===== src/rtl/voice_rom_scheduler.sv =====
// Polyphonic phase-accumulator scheduler sharing one registered sine ROM; sums enabled voices per frame.
// Latency: o_Sample_Valid NUM_VOICES+2 cycles after an accepted tick; no backpressure, ticks while busy are dropped and flagged.
module voice_rom_scheduler #(
    parameter int NUM_VOICES    = 4,
    parameter int ACC_WIDTH     = 24,
    parameter int ROM_ADDR_BITS = 8,
    parameter int SAMPLE_BITS   = 16
) (
    input  logic                          i_Clk,
    input  logic                          i_Reset,
    input  logic                          i_Sample_Tick,
    input  logic                          i_Cfg_Wr,
    input  logic [$clog2(NUM_VOICES)-1:0] i_Cfg_Voice,
    input  logic [ACC_WIDTH-1:0]          i_Cfg_Inc,
    input  logic                          i_Cfg_En,
    output logic [ROM_ADDR_BITS-1:0]      o_Rom_Addr,
    input  logic [SAMPLE_BITS-1:0]        i_Rom_Data,
    output logic [SAMPLE_BITS-1:0]        o_Sample,
    output logic                          o_Sample_Valid,
    output logic                          o_Busy,
    output logic                          o_Overrun
);
    localparam int VB = $clog2(NUM_VOICES);
    localparam int SW = SAMPLE_BITS + VB;
    localparam logic [VB-1:0] LAST_V = VB'(NUM_VOICES - 1);

    typedef enum logic [1:0] {S_IDLE, S_RUN, S_DRAIN, S_DONE} state_t;

    state_t                   state_q, state_d;
    logic [VB-1:0]            v_q, v_d;
    logic [ACC_WIDTH-1:0]     phase_q [NUM_VOICES];
    logic [ACC_WIDTH-1:0]     phase_d [NUM_VOICES];
    logic [ACC_WIDTH-1:0]     inc_q [NUM_VOICES];
    logic [ACC_WIDTH-1:0]     inc_d [NUM_VOICES];
    logic [ACC_WIDTH-1:0]     sh_inc_q [NUM_VOICES];
    logic [ACC_WIDTH-1:0]     sh_inc_d [NUM_VOICES];
    logic [NUM_VOICES-1:0]    en_q, en_d, sh_en_q, sh_en_d, pend_q, pend_d;
    logic                     en_p_q, en_p_d;
    logic signed [SW-1:0]     acc_q, acc_d, acc_sum, rom_sext;
    logic [ROM_ADDR_BITS-1:0] rom_addr_q, rom_addr_d;
    logic [SAMPLE_BITS-1:0]   sample_q, sample_d;
    logic                     valid_q, valid_d, overrun_q, overrun_d;

    always_comb begin
        state_d    = state_q;
        v_d        = v_q;
        phase_d    = phase_q;
        inc_d      = inc_q;
        sh_inc_d   = sh_inc_q;
        en_d       = en_q;
        sh_en_d    = sh_en_q;
        pend_d     = pend_q;
        en_p_d     = 1'b0;
        acc_d      = acc_q;
        rom_addr_d = '0;
        sample_d   = sample_q;
        valid_d    = 1'b0;
        overrun_d  = overrun_q | (i_Sample_Tick && state_q != S_IDLE);
        rom_sext   = {{VB{i_Rom_Data[SAMPLE_BITS-1]}}, i_Rom_Data};
        // en_p_q marks the cycle where the ROM returns an enabled voice's word
        acc_sum    = en_p_q ? acc_q + rom_sext : acc_q;

        case (state_q)
            S_IDLE: begin
                if (i_Sample_Tick) begin
                    for (int i = 0; i < NUM_VOICES; i++) begin
                        if (pend_q[i]) begin
                            if (!sh_en_q[i] || !en_q[i]) phase_d[i] = '0;
                            inc_d[i]  = sh_inc_q[i];
                            en_d[i]   = sh_en_q[i];
                            pend_d[i] = 1'b0;
                        end
                    end
                    acc_d      = '0;
                    v_d        = '0;
                    state_d    = S_RUN;
                    rom_addr_d = phase_d[0][ACC_WIDTH-1 -: ROM_ADDR_BITS];
                end
            end
            S_RUN: begin
                acc_d  = acc_sum;
                en_p_d = en_q[v_q];
                if (en_q[v_q]) phase_d[v_q] = phase_q[v_q] + inc_q[v_q];
                if (v_q == LAST_V) begin
                    state_d = S_DRAIN;
                end else begin
                    v_d        = v_q + 1'b1;
                    rom_addr_d = phase_q[v_d][ACC_WIDTH-1 -: ROM_ADDR_BITS];
                end
            end
            S_DRAIN: begin
                acc_d    = acc_sum;
                sample_d = SAMPLE_BITS'(acc_sum >>> VB);
                valid_d  = 1'b1;
                state_d  = S_DONE;
            end
            S_DONE:  state_d = S_IDLE;
            default: state_d = S_IDLE;
        endcase

        // applied after the commit so a same-cycle write waits for the next frame
        if (i_Cfg_Wr) begin
            sh_inc_d[i_Cfg_Voice] = i_Cfg_Inc;
            sh_en_d[i_Cfg_Voice]  = i_Cfg_En;
            pend_d[i_Cfg_Voice]   = 1'b1;
        end
    end

    always_ff @(posedge i_Clk) begin
        if (i_Reset) begin
            state_q    <= S_IDLE;
            v_q        <= '0;
            for (int i = 0; i < NUM_VOICES; i++) begin
                phase_q[i]  <= '0;
                inc_q[i]    <= '0;
                sh_inc_q[i] <= '0;
            end
            en_q       <= '0;
            sh_en_q    <= '0;
            pend_q     <= '0;
            en_p_q     <= 1'b0;
            acc_q      <= '0;
            rom_addr_q <= '0;
            sample_q   <= '0;
            valid_q    <= 1'b0;
            overrun_q  <= 1'b0;
        end else begin
            state_q    <= state_d;
            v_q        <= v_d;
            for (int i = 0; i < NUM_VOICES; i++) begin
                phase_q[i]  <= phase_d[i];
                inc_q[i]    <= inc_d[i];
                sh_inc_q[i] <= sh_inc_d[i];
            end
            en_q       <= en_d;
            sh_en_q    <= sh_en_d;
            pend_q     <= pend_d;
            en_p_q     <= en_p_d;
            acc_q      <= acc_d;
            rom_addr_q <= rom_addr_d;
            sample_q   <= sample_d;
            valid_q    <= valid_d;
            overrun_q  <= overrun_d;
        end
    end

    assign o_Rom_Addr     = rom_addr_q;
    assign o_Sample       = sample_q;
    assign o_Sample_Valid = valid_q;
    assign o_Busy         = (state_q != S_IDLE);
    assign o_Overrun      = overrun_q;
endmodule


===== config.mk =====
export PLATFORM = sky130hd
export DESIGN_NAME = voice_rom_scheduler
export DESIGN_NICKNAME = d
export VERILOG_FILES = /design/src/rtl/voice_rom_scheduler.sv
export SDC_FILE = /design/constraint.sdc
export NUM_CORES = 1
export LEC_CHECK = 0
export CAP_MARGIN = 25
export CORE_ASPECT_RATIO = 0.75
export CORE_UTILIZATION = 45
export DETAILED_ROUTE_END_ITERATION = 7
export SETUP_SLACK_MARGIN = 0.1
export SYNTH_ARGS = -nofsm -noshare
export SYNTH_HDL_FRONTEND = slang
export SYNTH_SLANG_ARGS = --single-unit

===== constraint.sdc =====
create_clock -name i_Clk -period 6.3 [get_ports i_Clk]
set_input_delay 0.63 -clock i_Clk [delete_from_list [all_inputs] [get_ports i_Clk]]
set_output_delay 0.63 -clock i_Clk [all_outputs]
set_load 0.02 [all_outputs]

==> results.sh <==
export IMPL_hp_class="flop to flop"
export IMPL_path_cells="buf_4 > mux4_2 > ha_1 > nand2_2 > or3_4 > o2111ai_1 > nand4_1 > a221o_2 > o21ai_0"
export IMPL_cts_buffers=37
export IMPL_cp_data_arrival_time_ns=4.46
export IMPL_root_buffer="clkbuf_16"
export IMPL_cp_end_kind="flop"
export IMPL_cts_buffer_depth=3
export IMPL_clock_sinks=349
export IMPL_worstSetupPathType="flop to flop"
export IMPL_diodes=0
export IMPL_power_frac_seq=0.411
export IMPL_cts_max_level=2
export IMPL_worst_path_buf_inv=1
export IMPL_die_y_um=165
export IMPL_grt_ovfl_total=0
export IMPL_rsz0062_at_grt="no"
export IMPL_wl_met1_um=23000
export IMPL_switching_share=0.301
export IMPL_clkPwrFrac=0.407
export IMPL_synth_cells=1852
export IMPL_drc=0
export IMPL_design_area_mm2=0.0182
export IMPL_fin_setup_tns_ns=0
export IMPL_setup_viol=0
export IMPL_finalNetCount=1970
export IMPL_via_count=13600
export IMPL_area_growth_pct=14.9
export IMPL_async_flop_share=0
export IMPL_groute_usage_overall=0.262
export IMPL_fmax_ghz=0.250
export IMPL_crit_required_ns=6.76
export IMPL_initial_core_util=0.457
export IMPL_intPower_uw=3930
export IMPL_ys_types=72
export IMPL_synth_flop_cell="dfxtp_1"
export IMPL_period_share=0.635
export IMPL_skew_ns=0.0119
export IMPL_maxSlewViolCount=0
export IMPL_io_pins=74
export IMPL_tightest_slew_ns=1.02
export IMPL_cts_tree="done"
export IMPL_wl_per_cell_um=19.9
export IMPL_row_count=59
export IMPL_port_buffers=73
export IMPL_die_area_mm2=0.0360
export IMPL_syn_num_nets=1948
export IMPL_dr_pass1_iters=5
export IMPL_routed_wl_um=46900
export IMPL_total_leakage_power_uw=0.00647
export IMPL_ant_nets=0
export IMPL_maxSlewHeadroom=0.320
export IMPL_peakVddDrop_v=0.000261
export IMPL_layout_drive_gt1_share=0.0900
export IMPL_antenna_found_initial=0
export IMPL_avgSynthCellArea_um2=8.57
export IMPL_ctsHoldBuffers=0
export IMPL_cp_slowest_cell="dfxtp_4"
export IMPL_status="complete, no violations"
export IMPL_placement_cell_area_mm2=0.0169
export IMPL_grt_start_max_net_pins=204
export IMPL_clock_latency_ns=0.55
export IMPL_hold_viol=0
export IMPL_p_total_uw=5630
export IMPL_syn_area_mm2=0.0159
export IMPL_worst_hold_slack_ns=0.445
export IMPL_cts_setup_buffers=0
export IMPL_yosys_warnings=0
export IMPL_crit_family="compound AO/OA/AOI/OAI gates"
export IMPL_finalCriticalPeriod_ns=4.00
export IMPL_route_met2_wl_um=19500
export IMPL_post_cts_resized=0
export IMPL_p_per_area_mw_per_mm2=309
export IMPL_switching_power_uw=1690
export IMPL_cpPeakStageDelay_ns=0.81
export IMPL_cp_max_fo=34
export IMPL_initialDrtViolationCount=1573
export IMPL_top_layer="met4"
export IMPL_maxCapViolations=0
export IMPL_die_w_um=219
export IMPL_ys_seq_area_frac=0.440
export IMPL_synth_seq_cells=349
export IMPL_routed_via_density=5.77
export IMPL_synth_edf_count=0
export IMPL_core_mm2=0.0347
export IMPL_p_comb_frac=0.182
export IMPL_cp_start_kind="flop"
export IMPL_clk_pin_slew_worst_paths_ns=0.06
export IMPL_grt_pass1_wl_um=72800
export IMPL_place_gp_congestion=0.920
export IMPL_dp_hpwl_um=29600
export IMPL_grt_pass1_vias=12300
export IMPL_wl_met3_um=3650
-- stage by stage --
step	worst slack (ns)	utilization	std cells
6_report	2.30	0.526	2358
5_1_grt	2.06	0.526	2358
3_5_place_dp	2.30	0.488	2290
3_3_place_gp	2.37	0.488	2289
4_1_cts	2.28	0.525	2356
2_1_floorplan	2.60	-	1852
-- cells in the mapped netlist (9+ instances only) --
master | instances | area (um2)
ha_1 | 47 | 588
a21oi_1 | 253 | 1270
nand2_1 | 485 | 1820
nand4_1 | 10 | 62.6
inv_1 | 20 | 75.1
nor2_1 | 112 | 420
dfxtp_1 | 349 | 6990
mux2i_1 | 11 | 110
xor2_1 | 14 | 123
a211oi_1 | 12 | 90.1
o21a_1 | 11 | 82.6
a21o_1 | 20 | 150
clkbuf_1 | 94 | 353
a22o_1 | 24 | 210
buf_1 | 13 | 48.8
a22oi_1 | 49 | 368
o31ai_1 | 9 | 67.6
nor3_1 | 11 | 55.1
mux4_2 | 56 | 1260
o21ai_0 | 60 | 300
nand3_1 | 28 | 140
xnor2_1 | 16 | 140
and2_1 | 9 | 56.3
and3_1 | 13 | 81.3
buf_2 | 14 | 70.1
-- flip-flops by register name, summed over array words and instances (netlist names), 2 cells and up --
register    flops
o_Sample       16
phase_q        96
sh_en_q         4
v_q             2
inc_q          96
state_q         2
acc_q          18
pend_q          4
en_q            4
o_Rom_Addr      8
sh_inc_q       96
-- kinds of logic (layout without fill, tap and decap cells) --
logic type	count (synthesis)	count (layout)	share of synthesized area
simple gates	717	717	0.188
compound gates	496	496	0.193
flops	349	349	0.440
buf+inv	142	191	0.0347
mux	69	69	0.0878
fa+ha+maj	49	49	0.0396
xor+xnor	30	30	0.0166
-- per-layer routing --
| metal | track usage | vias to the layer above |
|---|---|---|
| met2 | 0.366 | 495 |
| li1 | - | 6545 |
| met4 | 0.0606 | 0 |
| met5 | 0 | - |
| met3 | 0.0405 | 58 |
| met1 | 0.416 | 6515 |
-- cells in the final DEF, fill, tap and decap left out, types with 4 or more instances in the layout --
cell / count
mux2i_1: 11
o21a_1: 11
nor3b_1: 4
clkbuf_1: 5
nand2b_1: 8
a21o_1: 20
and3_1: 13
o211ai_1: 8
nor2b_1: 8
mux4_2: 56
nand3b_1: 8
nor2_1: 111
nand4_1: 10
and2_1: 9
a21oi_1: 253
clkdlybuf4s50_1: 72
clkbuf_8: 9
buf_4: 28
nand3_1: 28
a211o_1: 4
xor2_1: 14
clkinv_2: 9
nand2_1: 485
a31o_2: 4
a22o_1: 24
inv_1: 20
nor3_1: 11
clkbuf_16: 39
a211oi_1: 12
a31oi_1: 8
dfxtp_1: 347
o21ai_0: 58
xnor2_1: 16
a22oi_1: 49
o31ai_1: 9
ha_1: 47
-- worst reg2reg max path: stages, from the launching register on --
cell and delay [ns]:
dfxtp_4 0.81, buf_4 0.43, mux4_2 0.61, ha_1 0.43, nand2_2 0.11, or3_4 0.40
o2111ai_1 0.39, nand4_1 0.15, a221o_2 0.42, o21ai_0 0.18
-- layout make-up --
type	instances	area, um2
fill	3260	16500
multi-input combinational	1361	8340
sequential	349	6990
clock buffer	52	1100
timing repair buffer	104	973
tap	457	572
clock inverter	14	171
inverter	21	78.8
-- worst paths after layout --
kind,end,slack [ns],from,depth (start not counted)
worst max-delay path,phase_q[17],2.30,v_q[1],9
worst min-delay path,inc_q[74],0.44,sh_inc_q[74],2
worst max register to register,phase_q[17],2.30,v_q[1],9
worst min register to register,inc_q[74],0.44,sh_inc_q[74],2
-- power by group through the flow --
stage | clock network (uW) | registers [uW] | logic, uW
6_report | 2290 | 2310 | 1020
5_1_grt | 2430 | 2320 | 1090
4_1_cts | 2330 | 2310 | 1010
3_5_place_dp | 0 | 2360 | 1000
2_1_floorplan | 0 | 2370 | 595
3_3_place_gp | 0 | 2360 | 995
(Power assumes the default switching activity.)
